File: src/rtl/sens_frame_parser_if.sv
// Byte-stream and memory-write bundle for the sensor frame parser.
// Handshake: byte_vld_i is a one-cycle strobe qualifying byte_i; there is no
// ready/backpressure, so the parser accepts a byte on every cycle the strobe is
// high. sens_write_data_o is likewise a one-cycle strobe qualifying
// sens_data_o/sens_addr_o towards the memory, which must accept it unconditionally.
interface sens_frame_parser_if #(
  parameter int DATA_W = 16,
  parameter int ADDR_W = 8
);
  logic              clk_en_i;
  logic [7:0]        byte_i;
  logic              byte_vld_i;
  logic [DATA_W-1:0] sens_data_o;
  logic [ADDR_W-1:0] sens_addr_o;
  logic              sens_write_data_o;
  logic              sat_o;
  logic              err_o;
  logic [7:0]        frame_cnt_o;
  logic [1:0]        state_dbg_o;

  modport master (
    output clk_en_i, byte_i, byte_vld_i,
    input  sens_data_o, sens_addr_o, sens_write_data_o, sat_o, err_o,
           frame_cnt_o, state_dbg_o
  );

  modport slave (
    input  clk_en_i, byte_i, byte_vld_i,
    output sens_data_o, sens_addr_o, sens_write_data_o, sat_o, err_o,
           frame_cnt_o, state_dbg_o
  );
endinterface

File: src/rtl/sens_frame_parser.sv
// Sensor frame decoder: parses "R" + 1..DIGITS ASCII decimal digits + terminator,
// converts the digits to a saturating binary value and issues one memory write per
// good frame. Reports framing errors and inter-byte timeouts as a one-cycle err_o.
module sens_frame_parser #(
  parameter int          DIGITS        = 3,
  parameter int          DATA_W        = 16,
  parameter int          ADDR_W        = 8,
  parameter int          MEM_ADDR      = 13,
  parameter logic [7:0]  START_CHAR    = 8'h52,
  parameter logic [7:0]  TERM_CHAR     = 8'h0D,
  parameter int          TIMEOUT_TICKS = 2048
) (
  input logic                clk_in_i,
  input logic                reset_i,
  sens_frame_parser_if.slave bus
);

  localparam int CNT_W = $clog2(DIGITS + 1);
  localparam int TMR_W = $clog2(TIMEOUT_TICKS + 1);
  localparam int ACC_W = DATA_W + 4;
  localparam logic [ACC_W-1:0] ACC_MAX = {4'b0000, {DATA_W{1'b1}}};

  typedef enum logic [1:0] {
    S_IDLE  = 2'd0,
    S_DIGIT = 2'd1,
    S_TERM  = 2'd2,
    S_WRITE = 2'd3
  } state_t;

  state_t            state, state_n;
  logic [ACC_W-1:0]  acc, acc_n;
  logic [CNT_W-1:0]  dcnt, dcnt_n;
  logic [TMR_W-1:0]  tmr, tmr_n;
  logic              sat_flag, sat_n;
  logic              err_n;
  logic              err_q;
  logic              sat_q;
  logic [DATA_W-1:0] data_q;
  logic [7:0]        frame_cnt_q;

  logic              is_digit;
  logic [ACC_W-1:0]  acc_sum;
  logic              acc_over;

  // Decimal step: acc*10 + digit. acc never exceeds ACC_MAX, so the four spare
  // bits hold the product without wrapping and the compare detects overflow.
  always_comb begin
    is_digit = (bus.byte_i >= 8'h30) && (bus.byte_i <= 8'h39);
    acc_sum  = (acc << 3) + (acc << 1) + {{(ACC_W-4){1'b0}}, bus.byte_i[3:0]};
    acc_over = (acc_sum > ACC_MAX);
  end

  // Next-state and datapath control; the byte strobe takes priority over a timeout.
  always_comb begin
    state_n = state;
    acc_n   = acc;
    dcnt_n  = dcnt;
    tmr_n   = tmr;
    sat_n   = sat_flag;
    err_n   = 1'b0;
    case (state)
      S_IDLE, S_WRITE: begin
        state_n = S_IDLE;
        if (bus.byte_vld_i && bus.byte_i == START_CHAR) begin
          state_n = S_DIGIT;
          acc_n   = '0;
          dcnt_n  = '0;
          tmr_n   = '0;
          sat_n   = 1'b0;
        end
      end
      S_DIGIT, S_TERM: begin
        if (bus.byte_vld_i) begin
          tmr_n = '0;
          if (state == S_DIGIT && is_digit) begin
            acc_n  = acc_over ? ACC_MAX : acc_sum;
            sat_n  = sat_flag | acc_over;
            dcnt_n = dcnt + CNT_W'(1);
            if (dcnt == CNT_W'(DIGITS - 1)) state_n = S_TERM;
          end else if (bus.byte_i == TERM_CHAR) begin
            if (state == S_TERM || dcnt != '0) begin
              state_n = S_WRITE;
            end else begin
              err_n   = 1'b1;
              state_n = S_IDLE;
            end
          end else begin
            err_n = 1'b1;
            if (bus.byte_i == START_CHAR) begin
              state_n = S_DIGIT;
              acc_n   = '0;
              dcnt_n  = '0;
              sat_n   = 1'b0;
            end else begin
              state_n = S_IDLE;
            end
          end
        end else if (bus.clk_en_i) begin
          if (tmr == TMR_W'(TIMEOUT_TICKS - 1)) begin
            err_n   = 1'b1;
            state_n = S_IDLE;
            tmr_n   = '0;
          end else begin
            tmr_n = tmr + TMR_W'(1);
          end
        end
      end
      default: state_n = S_IDLE;
    endcase
  end

  // Parser state, accumulator, digit counter and inter-byte timer.
  always_ff @(posedge clk_in_i or negedge reset_i) begin
    if (!reset_i) begin
      state    <= S_IDLE;
      acc      <= '0;
      dcnt     <= '0;
      tmr      <= '0;
      sat_flag <= 1'b0;
      err_q    <= 1'b0;
    end else begin
      state    <= state_n;
      acc      <= acc_n;
      dcnt     <= dcnt_n;
      tmr      <= tmr_n;
      sat_flag <= sat_n;
      err_q    <= err_n;
    end
  end

  // Output value, saturation flag and frame count are captured on entry to WRITE
  // so they are already valid in the cycle the write strobe is high.
  always_ff @(posedge clk_in_i or negedge reset_i) begin
    if (!reset_i) begin
      data_q      <= '0;
      sat_q       <= 1'b0;
      frame_cnt_q <= '0;
    end else if (state_n == S_WRITE) begin
      data_q      <= acc[DATA_W-1:0];
      sat_q       <= sat_flag;
      frame_cnt_q <= frame_cnt_q + 8'd1;
    end
  end

  assign bus.sens_data_o       = data_q;
  assign bus.sens_addr_o       = ADDR_W'(MEM_ADDR);
  assign bus.sens_write_data_o = (state == S_WRITE);
  assign bus.sat_o             = sat_q;
  assign bus.err_o             = err_q;
  assign bus.frame_cnt_o       = frame_cnt_q;
  assign bus.state_dbg_o       = state;

  // Unused upper accumulator bits are always zero after clamping.
  logic unused_acc;
  assign unused_acc = ^acc[ACC_W-1:DATA_W];

endmodule

File: src/flat_wrapper.sv
// flat-port wrapper written by rule: the top's interface ports become plain ports
module sens_frame_parser_flat 
#(
  parameter int          DIGITS        = 3,
  parameter int          DATA_W        = 16,
  parameter int          ADDR_W        = 8,
  parameter int          MEM_ADDR      = 13,
  parameter logic [7:0]  START_CHAR    = 8'h52,
  parameter logic [7:0]  TERM_CHAR     = 8'h0D,
  parameter int          TIMEOUT_TICKS = 2048
)
  (clk_in_i, reset_i, bus_clk_en_i, bus_byte_i, bus_byte_vld_i, bus_sens_data_o, bus_sens_addr_o, bus_sens_write_data_o, bus_sat_o, bus_err_o, bus_frame_cnt_o, bus_state_dbg_o);
  sens_frame_parser_if #(.DATA_W(DATA_W), .ADDR_W(ADDR_W)) bus_i ();
  input logic clk_in_i;
  input logic reset_i;
  input wire logic [$bits(bus_i.clk_en_i)-1:0] bus_clk_en_i;
  input wire logic [$bits(bus_i.byte_i)-1:0] bus_byte_i;
  input wire logic [$bits(bus_i.byte_vld_i)-1:0] bus_byte_vld_i;
  output wire logic [$bits(bus_i.sens_data_o)-1:0] bus_sens_data_o;
  output wire logic [$bits(bus_i.sens_addr_o)-1:0] bus_sens_addr_o;
  output wire logic [$bits(bus_i.sens_write_data_o)-1:0] bus_sens_write_data_o;
  output wire logic [$bits(bus_i.sat_o)-1:0] bus_sat_o;
  output wire logic [$bits(bus_i.err_o)-1:0] bus_err_o;
  output wire logic [$bits(bus_i.frame_cnt_o)-1:0] bus_frame_cnt_o;
  output wire logic [$bits(bus_i.state_dbg_o)-1:0] bus_state_dbg_o;
  assign bus_i.clk_en_i = bus_clk_en_i;
  assign bus_i.byte_i = bus_byte_i;
  assign bus_i.byte_vld_i = bus_byte_vld_i;
  assign bus_sens_data_o = bus_i.sens_data_o;
  assign bus_sens_addr_o = bus_i.sens_addr_o;
  assign bus_sens_write_data_o = bus_i.sens_write_data_o;
  assign bus_sat_o = bus_i.sat_o;
  assign bus_err_o = bus_i.err_o;
  assign bus_frame_cnt_o = bus_i.frame_cnt_o;
  assign bus_state_dbg_o = bus_i.state_dbg_o;
  sens_frame_parser #(.DIGITS(DIGITS), .DATA_W(DATA_W), .ADDR_W(ADDR_W), .MEM_ADDR(MEM_ADDR), .START_CHAR(START_CHAR), .TERM_CHAR(TERM_CHAR), .TIMEOUT_TICKS(TIMEOUT_TICKS)) u_core (.clk_in_i(clk_in_i), .reset_i(reset_i), .bus(bus_i));
endmodule
File: config.mk
export PLATFORM = sky130hd
export DESIGN_NAME = sens_frame_parser_flat
export DESIGN_NICKNAME = d
export VERILOG_FILES = /design/src/rtl/sens_frame_parser_if.sv /design/src/rtl/sens_frame_parser.sv /design/src/flat_wrapper.sv
export SDC_FILE = /design/constraint.sdc
export NUM_CORES = 1
export LEC_CHECK = 0
export CAP_MARGIN = 20
export CORE_MARGIN = 2
export CORE_UTILIZATION = 55
export CTS_CLUSTER_SIZE = 25
export DETAILED_ROUTE_END_ITERATION = 16
export MAX_ROUTING_LAYER = met4
export PLACE_DENSITY_LB_ADDON = 0.2
export SYNTH_ARGS = -nofsm -noshare
export SYNTH_HDL_FRONTEND = slang
export SYNTH_SLANG_ARGS = --single-unit
File: constraint.sdc
create_clock -name clk_in_i -period 5.4 [get_ports clk_in_i]
set_clock_uncertainty 0.05 [all_clocks]
set_input_delay 0.54 -clock clk_in_i [delete_from_list [all_inputs] [get_ports clk_in_i]]
set_output_delay 0.54 -clock clk_in_i [all_outputs]
set_load 0.05 [all_outputs]
* Yosys cells after proc, flatten, opt, wreduce, memory -nomap -nowiden *
Index checks and enable logic that the tools add are counted.

word-level totals
  flip-flop bits (word level) = 62
  latch bits = 0
  memory bits (writable) = 0
  bits in read-only memories = 0
  logic and storage cells = 82
  memories = 0

cells by class
  $add $sub $neg = 5
  multiply operators = 0
  divide/modulo/power cells = 0
  magnitude comparators = 3
  equality and inequality tests = 13
  shifts and indexed selects = 0
  mux-type cells = 41
  bitwise logic cells = 1
  reduce and logical (&&, ||, !) cells = 10

operators with widths
  operator                 count
  $mux W19                 6
  $mux W12                 4
  $pmux W19 S2             1
  $mux W2                  12
  $pmux W12 S2             1
  $add A20 B20 Y20         1
  $add A20 B4 Y20          1
  $gt A20 B16 Y1 const B   1
  $mux W1                  14
  $add A12 B1 Y12 const B  1
  $eq A12 B11 Y1 const B   1
  $add A8 B1 Y8 const B    1
  $eq A2 B2 Y1 const B     4
  $eq A8 B4 Y1 const B     1
  $eq A8 B7 Y1 const B     1
  $ge A8 B6 Y1 const B     1
  $le A8 B6 Y1 const B     1
  $pmux W2 S2              2
  $reduce_and A4 Y1        1
  $reduce_or A2 Y1         2
  $logic_and A1 B1 Y1      3
  $ne A3 B1 Y1 const B     1
  $ne A3 B2 Y1 const B     1
  $ne A3 B3 Y1 const B     1
  10 further kinds         10

* Logic depth before layout (Yosys ltp) *
Gate-level depths: netlist of the first run.

  depth after elaboration = 8
  depth in mapped cells = 12
  mapped depth without buffers = 11

* Worst setup path before layout of the first run *
No wires, ideal clock.

  path kind = input -> register
  start point = input bus_byte_i[3]
  end point = register u_core.acc[11]
  arrival time = 3,224 ps
  path slack = 1,985 ps
  cell stages on the path = 12
  buffers on the path = 1
  path through = inv_1 -> fa_1 -> inv_1 -> fa_1 -> a211oi_1 -> o21ai_1 -> nor3b_1 -> a21bo_2 -> xor2_1 -> nor4_4 -> buf_6 -> a31oi_1

on the way
  longest elaborated chain between the ends = 6
  elaborated cells on any way between the ends = 17
  classes of those cells = add/sub (1); order compare (3); eq/ne (5); mux (4); reduce/logical (4)

ends and longest elaborated chain
  what                                                          RTL line                                          text
  start: declaration                                            flat_wrapper.sv:17                                input wire logic [$bits(bus_i.byte_i)-1:0] bus_byte_i;
  $add A20 B4 Y20, or another cell as far along                 sens_frame_parser.sv:49                           acc_sum = (acc << 3) + (acc << 1) + {{(ACC_W-4){1'b0}}, bus.byte_i[3:0]};
  $gt A20 B16 Y1 / $logic_and A1 B1 Y1 (equally long branches)  sens_frame_parser.sv:50, sens_frame_parser.sv:48
  $mux W19 / $logic_and A1 B1 Y1 (equally long branches)        sens_frame_parser.sv:76, sens_frame_parser.sv:75
  $mux W19                                                      sens_frame_parser.sv:75                           if (state == S_DIGIT && is_digit) begin
  $mux W19                                                      sens_frame_parser.sv:73                           if (bus.byte_vld_i) begin
  $pmux W19 S2                                                  sens_frame_parser.sv:61                           case (state)
  end signal: assignment                                        sens_frame_parser.sv:123                          acc <= acc_n;
  end: declaration                                              sens_frame_parser.sv:31                           logic [ACC_W-1:0] acc, acc_n;

Parallel ways exist; a longest one is shown, timed or not. The select of a mux whose other input is x is not followed.
A chain may end at the register's enable or synchronous reset.

* Worst setup path in the final report of the first run *
  start point = input bus_byte_i[3]
  end point = register u_core.acc[8]

The elaborated chain is that of the path after synthesis.

==> results of run 1 <==
## worst max-delay path, cell delays in order
cell and delay, ns:
sky130_fd_sc_hd__clkdlybuf4s50_1 0.51, sky130_fd_sc_hd__inv_1 0.07, sky130_fd_sc_hd__fa_1 0.52, sky130_fd_sc_hd__inv_1 0.06
sky130_fd_sc_hd__fa_1 0.48, sky130_fd_sc_hd__a211oi_1 0.25, sky130_fd_sc_hd__o21ai_1 0.16, sky130_fd_sc_hd__nor3b_1 0.19
sky130_fd_sc_hd__a21bo_2 0.22, sky130_fd_sc_hd__xor2_1 0.16, sky130_fd_sc_hd__nor4_4 0.44, sky130_fd_sc_hd__buf_4 0.28
sky130_fd_sc_hd__a31oi_1 0.11
## flip-flops by register name, summed over array words and instances, names as in the netlist
name,flops
u_core.bus.frame_cnt_o,8
u_core.bus.sens_data_o,16
u_core.bus.sat_o,1
u_core.sat_flag,1
u_core.bus.state_dbg_o,2
u_core.dcnt,2
u_core.tmr,12
u_core.acc,19
u_core.bus.err_o,1
## cell type report
cell class / count / area (um2) / share of cell area, %
Sequential cell: 62 / 1550 / 33.2
Timing Repair Buffer: 44 / 425 / 9.11
Inverter: 15 / 56.3 / 1.21
Clock buffer: 13 / 159 / 3.40
Multi-Input combinational cell: 312 / 2270 / 48.6
Clock inverter: 3 / 90.1 / 1.93
Tap cell: 96 / 120 / 2.57
## metal layers
| metal | global-route usage (%) | share of wire, % | routed length [um] |
|---|---|---|---|
| met1 | 29.6 | 48 | 3750 |
| met2 | 35.4 | 48 | 3770 |
| met5 | - | 0 | 0 |
| met3 | 5.04 | 3.6 | 286 |
| met4 | 5.37 | 0.93 | 73 |
## synthesized netlist by cell type, types with 7 or more instances
cell	number	area, um2
sky130_fd_sc_hd__a21oi_1	40	200
sky130_fd_sc_hd__mux2_2	19	214
sky130_fd_sc_hd__nand2_1	29	109
sky130_fd_sc_hd__xor2_1	12	105
sky130_fd_sc_hd__ha_1	41	513
sky130_fd_sc_hd__nor2_1	19	71.3
sky130_fd_sc_hd__clkbuf_1	8	30.0
sky130_fd_sc_hd__o21ai_0	24	120
sky130_fd_sc_hd__buf_4	8	60.1
sky130_fd_sc_hd__xnor2_1	13	114
sky130_fd_sc_hd__and3_1	8	50.1
sky130_fd_sc_hd__inv_1	15	56.3
sky130_fd_sc_hd__a31oi_1	15	93.8
sky130_fd_sc_hd__dfrtp_1	62	1550
sky130_fd_sc_hd__a21o_1	7	52.6
sky130_fd_sc_hd__nand3_1	15	75.1
## power by group through the flow
stage | combinational [mW] | sequential [mW] | clock (mW)
after floorplan | 0.0214 | 0.473 | 0
after global placement | 0.0373 | 0.473 | 0
after detailed placement | 0.0377 | 0.473 | 0
after CTS | 0.0377 | 0.465 | 0.513
after global routing | 0.0414 | 0.464 | 0.537
final | 0.0369 | 0.465 | 0.500
## final timing paths
check	from	to	slack, ns
max in group asynchronous	reset_i	u_core.acc[10]	4.48
worst min register to register	u_core.bus.frame_cnt_o[7]	u_core.bus.frame_cnt_o[7]	0.42
worst max register to register	u_core.acc[2]	u_core.acc[8]	1.89
worst max-delay path	bus_byte_i[3]	u_core.acc[8]	1.53
worst min-delay path	reset_i	u_core.tmr[6]	0.32
min in group clk_in_i	u_core.bus.frame_cnt_o[7]	u_core.bus.frame_cnt_o[7]	0.42
## cell usage in the layout, fill, tap and decap left out, types with 8 or more instances in the layout
master	instances
sky130_fd_sc_hd__dfrtp_1	62
sky130_fd_sc_hd__ha_1	41
sky130_fd_sc_hd__a21oi_1	40
sky130_fd_sc_hd__clkdlybuf4s50_1	39
sky130_fd_sc_hd__nand2_1	29
sky130_fd_sc_hd__o21ai_0	24
sky130_fd_sc_hd__nor2_1	19
sky130_fd_sc_hd__mux2_2	19
sky130_fd_sc_hd__inv_1	15
sky130_fd_sc_hd__nand3_1	15
sky130_fd_sc_hd__a31oi_1	15
sky130_fd_sc_hd__xnor2_1	13
sky130_fd_sc_hd__xor2_1	12
sky130_fd_sc_hd__clkbuf_8	11
sky130_fd_sc_hd__and3_1	8
sky130_fd_sc_hd__conb_1	8
## cell families (layout without fill, tap and decap cells)
| logic type | count (synthesis) | in the layout |
|---|---|---|
| AOI/OAI and AO/OA | 114 | 114 |
| and+or+nand+nor | 102 | 102 |
| adders and majority gates | 43 | 43 |
| DFF | 62 | 62 |
| muxes | 20 | 20 |
| other | 2 | 8 |
| xor gates and xnor gates | 25 | 25 |
| buffers and inverters | 34 | 75 |
==> impl_results.rst, run 1 <==
.. list-table::
   :header-rows: 1

   * - Metric
     - Value
   * - Final Hold Vio Count
     - 0
   * - Worst-case clock buffer depth
     - 2
   * - Total standard cell area after synthesis
     - 0.00396 mm2
   * - Synth Area in Simple Gates
     - 13.5%
   * - Number of instances in the placed design
     - 529
   * - Wire length of the first global-routing pass
     - 13,300 um
   * - Worst hold slack across all endpoints
     - 0.315 ns
   * - Worst setup margin
     - 1.53 ns
   * - Total detailed-routing wirelength
     - 7880 um
   * - Switching power
     - 0.195 mW
   * - Hpwl dp
     - 5750 um
   * - Start-to-end type of the worst setup path
     - in -> reg
   * - Later-pin clock latency in the skew report
     - 0.33 ns
   * - Routability congestion estimate
     - 0.863
   * - Number of flops mapped to enable cells by yosys
     - 0
   * - DP Worst Slack
     - 1.16 ns
   * - Dominant synthesized flop cell
     - sky130_fd_sc_hd__dfrtp_1
   * - Final Critical Period
     - 3.87 ns
   * - Filler cells
     - 559
   * - # diodes
     - 0
   * - Cell area power density
     - 214 mW/mm2
   * - Seq cells post-synth
     - 62
   * - Synth warn
     - 0
   * - Height of the chip
     - 88.9 um
   * - Number of CTS-inserted buffers
     - 9
   * - Lkg Pwr
     - 2.31 nW
   * - Proportion of layout cells with a drive suffix above 1
     - 10.0%
   * - Core Region
     - 0.00687 mm2
   * - Power, Total
     - 1.00 mW
   * - Tightest Pin Transition
     - 0.980 ns
   * - FFs w/ async S/R, synth
     - 100%
   * - Internal power
     - 0.807 mW
   * - Type of element capturing the critical path
     - flip-flop
   * - # hold bufs at CTS
     - 0
   * - Biggest fanout along the worst timing path
     - 12
   * - Number of antenna violations at the first check in global routing
     - 0
   * - CTS Sinks
     - 62
   * - Fraction of power spent switching nets
     - 19.4%
   * - Post-CTS Repair Setup Buffers
     - 0
   * - H-tree lvl count
     - 3
   * - Detail-routed via count per cell
     - 5.67
   * - Number of global-route vias before repair
     - 2,841
   * - Area added between synthesis and finish
     - 17.9%
   * - Logic depth of the worst register-to-register path
     - 12
   * - Unrepaired setup endpoints after global routing
     - false
   * - Nature of the critical path startpoint
     - input pin
   * - Area of the die
     - 0.00790 mm2
   * - Peak ir drop on the vdd network
     - 0.167 mV
   * - XOR/XNOR Fraction of Synth Area
     - 5.53%
   * - Peak Freq
     - 258 MHz
   * - Final-report setup violation count
     - 0
   * - Count of boundary I/O pins
     - 49
   * - Combinational group share of total power
     - 3.7%
   * - Area after DPL
     - 0.00442 mm2
   * - Detailed-route wire length per cell
     - 14.5 um
   * - Width of the die
     - 88.9 um
   * - TritonCTS clock tree
     - done
   * - Arrival @ worst endpoint
     - 4.01 ns
   * - Post-synthesis compound-gate area fraction
     - 17.8%
   * - Util after Layout
     - 68.0%
   * - Combinational family with the most area after synthesis
     - compound AO/OA/AOI/OAI gates
   * - Total Neg Setup Slack
     - 0 ns
   * - Count of non-filler cells in the finished layout
     - 545
   * - Mean area per synthesized cell
     - 9.85 um2
   * - Final routed DRC violation total
     - 0
   * - Count of input and output buffers
     - 40
   * - Required time worst endpoint
     - 5.54 ns
   * - Initial Util
     - 57.7%
   * - DRT antenna net count
     - 0
   * - Number of nets in the final layout
     - 499
   * - Total routing resource utilization after global routing
     - 22.5%
   * - Slew Viols, Final
     - 0
   * - Drt first-iter violations
     - 190
   * - Final cycle utilization of the critical path
     - 71.7%
   * - Row count
     - 30
   * - Largest net degree at the start of global routing
     - 63
   * - Sequential cell area fraction in the yosys report
     - 39.2%
   * - Sequential cell fraction of total power
     - 46.4%
   * - Synthesized-area fraction occupied by adder cells
     - 14.0%
   * - First-pass iteration count of the detailed router
     - 7
   * - Vias after detailed routing
     - 3,088
   * - CTS resizes
     - 0
   * - Unique masters post-synth
     - 55
   * - Root buffer selected by CTS
     - sky130_fd_sc_hd__clkbuf_8
   * - Hold Path Class
     - in -> async
   * - Number of cells produced by synthesis
     - 402
   * - Outcome
     - completed
   * - Clk slew on worst S/H paths
     - 0.06 ns
   * - Remaining Overflow, GRT
     - 0
   * - Slew headroom
     - 34.4%
   * - Max-cap violations
     - 0
   * - Clock share of power
     - 49.9%
   * - Post-layout instance area
     - 0.00467 mm2
   * - Share of synthesized area spent on multiplexers
     - 5.66%
No activity file was read; power rests on OpenSTA's default activity.
==> inputs of run 2 (changes only) <==
--- a/config.mk
+++ b/config.mk
@@ -7,7 +7,7 @@
 export LEC_CHECK = 0
 export CAP_MARGIN = 20
 export CORE_MARGIN = 2
-export CORE_UTILIZATION = 55
+export CORE_UTILIZATION = 51
 export CTS_CLUSTER_SIZE = 25
 export DETAILED_ROUTE_END_ITERATION = 16
 export MAX_ROUTING_LAYER = met4
==> constraint.sdc (replaced) <==
create_clock -name clk_in_i -period 3.1 [get_ports clk_in_i]
set_clock_uncertainty 0.05 [all_clocks]
set_input_delay 0.31 -clock clk_in_i [delete_from_list [all_inputs] [get_ports clk_in_i]]
set_output_delay 0.31 -clock clk_in_i [all_outputs]
set_load 0.05 [all_outputs]
==> run 2 against run 1 <==
The flow now finishes with violations (setup timing). Sequential power rose by 74%. Hold slack better by 0.071 ns. Count of clock-buffer cells in the layout down 4. Combinational power rose by 89%. Worst setup slack lost 1.6 ns. Sequential cell count stayed put. Non-clock buffer count grew 28. Cell count increased by 6.2%. Core utilization fell by 1.7 points. Total power increased by 72%.
==> impl_results.rst, run 2 (same netlist as run 1, synthesis figures left out) <==
.. list-table::
   :header-rows: 1

   * - Metric
     - Value
   * - Outcome
     - finished, violations left
   * - Violated checks
     - setup timing
   * - Later-pin clock latency in the skew report
     - 0.34 ns
   * - Register name with the most flops
     - u_core.acc
   * - Critical path's slowest cell
     - sky130_fd_sc_hd__fa_1
   * - Core Region
     - 0.00761 mm2
   * - Final routed DRC violation total
     - 0
   * - TritonCTS clock tree
     - done
   * - Endpoint of the lowest-slack register-to-register path
     - u_core.acc[4]
   * - Setup slack, reg-to-reg
     - -0.07 ns
   * - Commonest non-fill, non-tap cell in the layout
     - sky130_fd_sc_hd__dfrtp_1
   * - Total routing resource utilization after global routing
     - 22.5%
   * - Routability congestion estimate
     - 0.892
   * - Number of CTS-inserted buffers
     - 9
   * - Hold Path Class
     - in -> async
   * - Peak Freq
     - 316 MHz
   * - Tightest Pin Transition
     - 0.655 ns
   * - Root buffer selected by CTS
     - sky130_fd_sc_hd__clkbuf_8
   * - Count of input and output buffers
     - 40
   * - Hpwl dp
     - 6390 um
   * - Lkg Pwr
     - 2.49 nW
   * - Detailed-route wire length per cell
     - 15.3 um
   * - Power, Total
     - 1.73 mW
   * - Slew headroom
     - 56.2%
   * - Arrival @ worst endpoint
     - 3.32 ns
   * - Remaining Overflow, GRT
     - 0
   * - Area added between synthesis and finish
     - 27.3%
   * - Peak ir drop on the vdd network
     - 0.216 mV
   * - Wire length of the first global-routing pass
     - 14,700 um
   * - Vias after detailed routing
     - 3,251
   * - Width of the die
     - 92.1 um
   * - Worst setup margin
     - -0.0674 ns
   * - Nature of the critical path startpoint
     - flip-flop
   * - Biggest fanout along the worst timing path
     - 8
   * - Worst-case clock buffer depth
     - 2
   * - Most frequent cells in the layout
     - sky130_fd_sc_hd__dfrtp_1, sky130_fd_sc_hd__a21oi_1, sky130_fd_sc_hd__clkdlybuf4s50_1, sky130_fd_sc_hd__ha_1
   * - Number of antenna violations at the first check in global routing
     - 0
   * - Initial Util
     - 52.1%
   * - Logic depth of the worst register-to-register path
     - 13
   * - First-pass iteration count of the detailed router
     - 4
   * - DRT antenna net count
     - 0
   * - H-tree lvl count
     - 3
   * - Most frequent cell on the critical path
     - sky130_fd_sc_hd__inv_2
   * - CP cell instances
     - inv_2 -> fa_1 -> inv_2 -> fa_2 -> a211oi_2 -> o21ai_2 -> nor3b_4 -> a21bo_2 -> xor2_2 -> nor4_4 -> buf_4 -> clkbuf_16 -> a31oi_1
   * - Slowest Stage Delay on Critical Path
     - 0.49 ns
   * - Proportion of layout cells with a drive suffix above 1
     - 19.5%
   * - Drt first-iter violations
     - 132
   * - Count of boundary I/O pins
     - 49
   * - Slew Viols, Final
     - 0
   * - Final-report setup violation count
     - 15
   * - Required time worst endpoint
     - 3.26 ns
   * - Critical path buffers and inverters
     - 4
   * - Type of element capturing the critical path
     - flip-flop
   * - Largest net degree at the start of global routing
     - 44
   * - Clk slew on worst S/H paths
     - 0.07 ns
   * - Final Hold Vio Count
     - 0
   * - CTS Sinks
     - 62
   * - Number of nets in the final layout
     - 527
   * - Crit Reg-Reg Startpoint
     - u_core.acc[2]
   * - Flip-flop count of the largest register after layout
     - 19
   * - Cell area power density
     - 343 mW/mm2
   * - Worst hold slack across all endpoints
     - 0.386 ns
   * - Number of global-route vias before repair
     - 3,159
   * - Final cycle utilization of the critical path
     - 102%
   * - Row count
     - 32
   * - Area of the die
     - 0.00849 mm2
   * - Max-cap violations
     - 0
   * - Start-to-end type of the worst setup path
     - reg -> reg
   * - Final Critical Period
     - 3.17 ns
   * - Total detailed-routing wirelength
     - 8860 um
   * - Unrepaired setup endpoints after global routing
     - true
   * - Detail-routed via count per cell
     - 5.61
   * - Height of the chip
     - 92.1 um
   * - Cell class contributing the biggest share of worst-path delay
     - adder cells
   * - # diodes
     - 0
-- run 2: worst max path at each step --
stage	to	slack, ns	start	cells past startpoint
2_1_floorplan	u_core.acc[11]	0.02	u_core.acc[0]	12
3_3_place_gp	u_core.acc[15]	-0.48	bus_byte_i[3]	13
3_5_place_dp	u_core.acc[5]	-0.52	bus_byte_i[3]	13
4_1_cts	u_core.acc[4]	-0.09	u_core.acc[2]	12
5_1_grt	u_core.acc[4]	-0.18	u_core.acc[0]	13
6_report	u_core.acc[4]	-0.07	u_core.acc[2]	13
-- run 2: metrics by stage --
stage | setup TNS (ns) | utilization [%] | setup slack (ns) | instance area [um2] | cells
6_report | -0.419 | 66.3 | -0.0674 | 5040 | 579
5_1_grt | -2.48 | 66.3 | -0.180 | 5040 | 579
4_1_cts | -1.09 | 65.9 | -0.0851 | 5010 | 578
3_5_place_dp | -8.36 | 61.2 | -0.525 | 4660 | 555
3_3_place_gp | -8.00 | 61.2 | -0.480 | 4660 | 555
2_1_floorplan | 0 | - | 0.0173 | 4040 | 408
-- run 2: area by class of cell --
type	instances	area, um2
Inverter	15	56.3
Clock buffer	9	124
Clock inverter	7	113
Timing Repair Buffer	72	667
Sequential cell	62	1550
Fill cell	629	2570
Tap cell	102	128
Multi-Input combinational cell	312	2400
-- run 2: what timing repair did --
item                                    in CTS  in global routing
gates resized for setup                     11                  8
hold endpoints to repair                    19                  0
gates cloned                                 1                  0
setup buffers                                5                  2
pin swaps                                   10                 12
hold buffers                                 1                  0
endpoints found under the setup margin      17                 17
-- run 2: per-layer routing --
layer / track usage [%] / wire length (um)
met1: 29.1 / 4230
met2: 36.1 / 4280
met3: 4.03 / 225
met5: - / 0
met4: 7.46 / 120
-- run 2: worst register-to-register path, stage by stage (launching register included) --
cell                        delay (ns)
sky130_fd_sc_hd__dfrtp_1          0.40
sky130_fd_sc_hd__inv_2            0.05
sky130_fd_sc_hd__fa_1             0.49
sky130_fd_sc_hd__inv_2            0.06
sky130_fd_sc_hd__fa_2             0.40
sky130_fd_sc_hd__a211oi_2         0.27
sky130_fd_sc_hd__o21ai_2          0.11
sky130_fd_sc_hd__nor3b_4          0.17
sky130_fd_sc_hd__a21bo_2          0.20
sky130_fd_sc_hd__xor2_2           0.16
sky130_fd_sc_hd__nor4_4           0.30
sky130_fd_sc_hd__buf_4            0.17
sky130_fd_sc_hd__clkbuf_16        0.14
sky130_fd_sc_hd__a31oi_1          0.07
-- run 2: power by group --
group	leakage [nW]	internal, mW	total, mW	switching (mW)
Clock	0.119	0.529	0.848	0.318
Combinational	1.50	0.0204	0.0699	0.0495
Sequential	0.867	0.809	0.809	0.000192
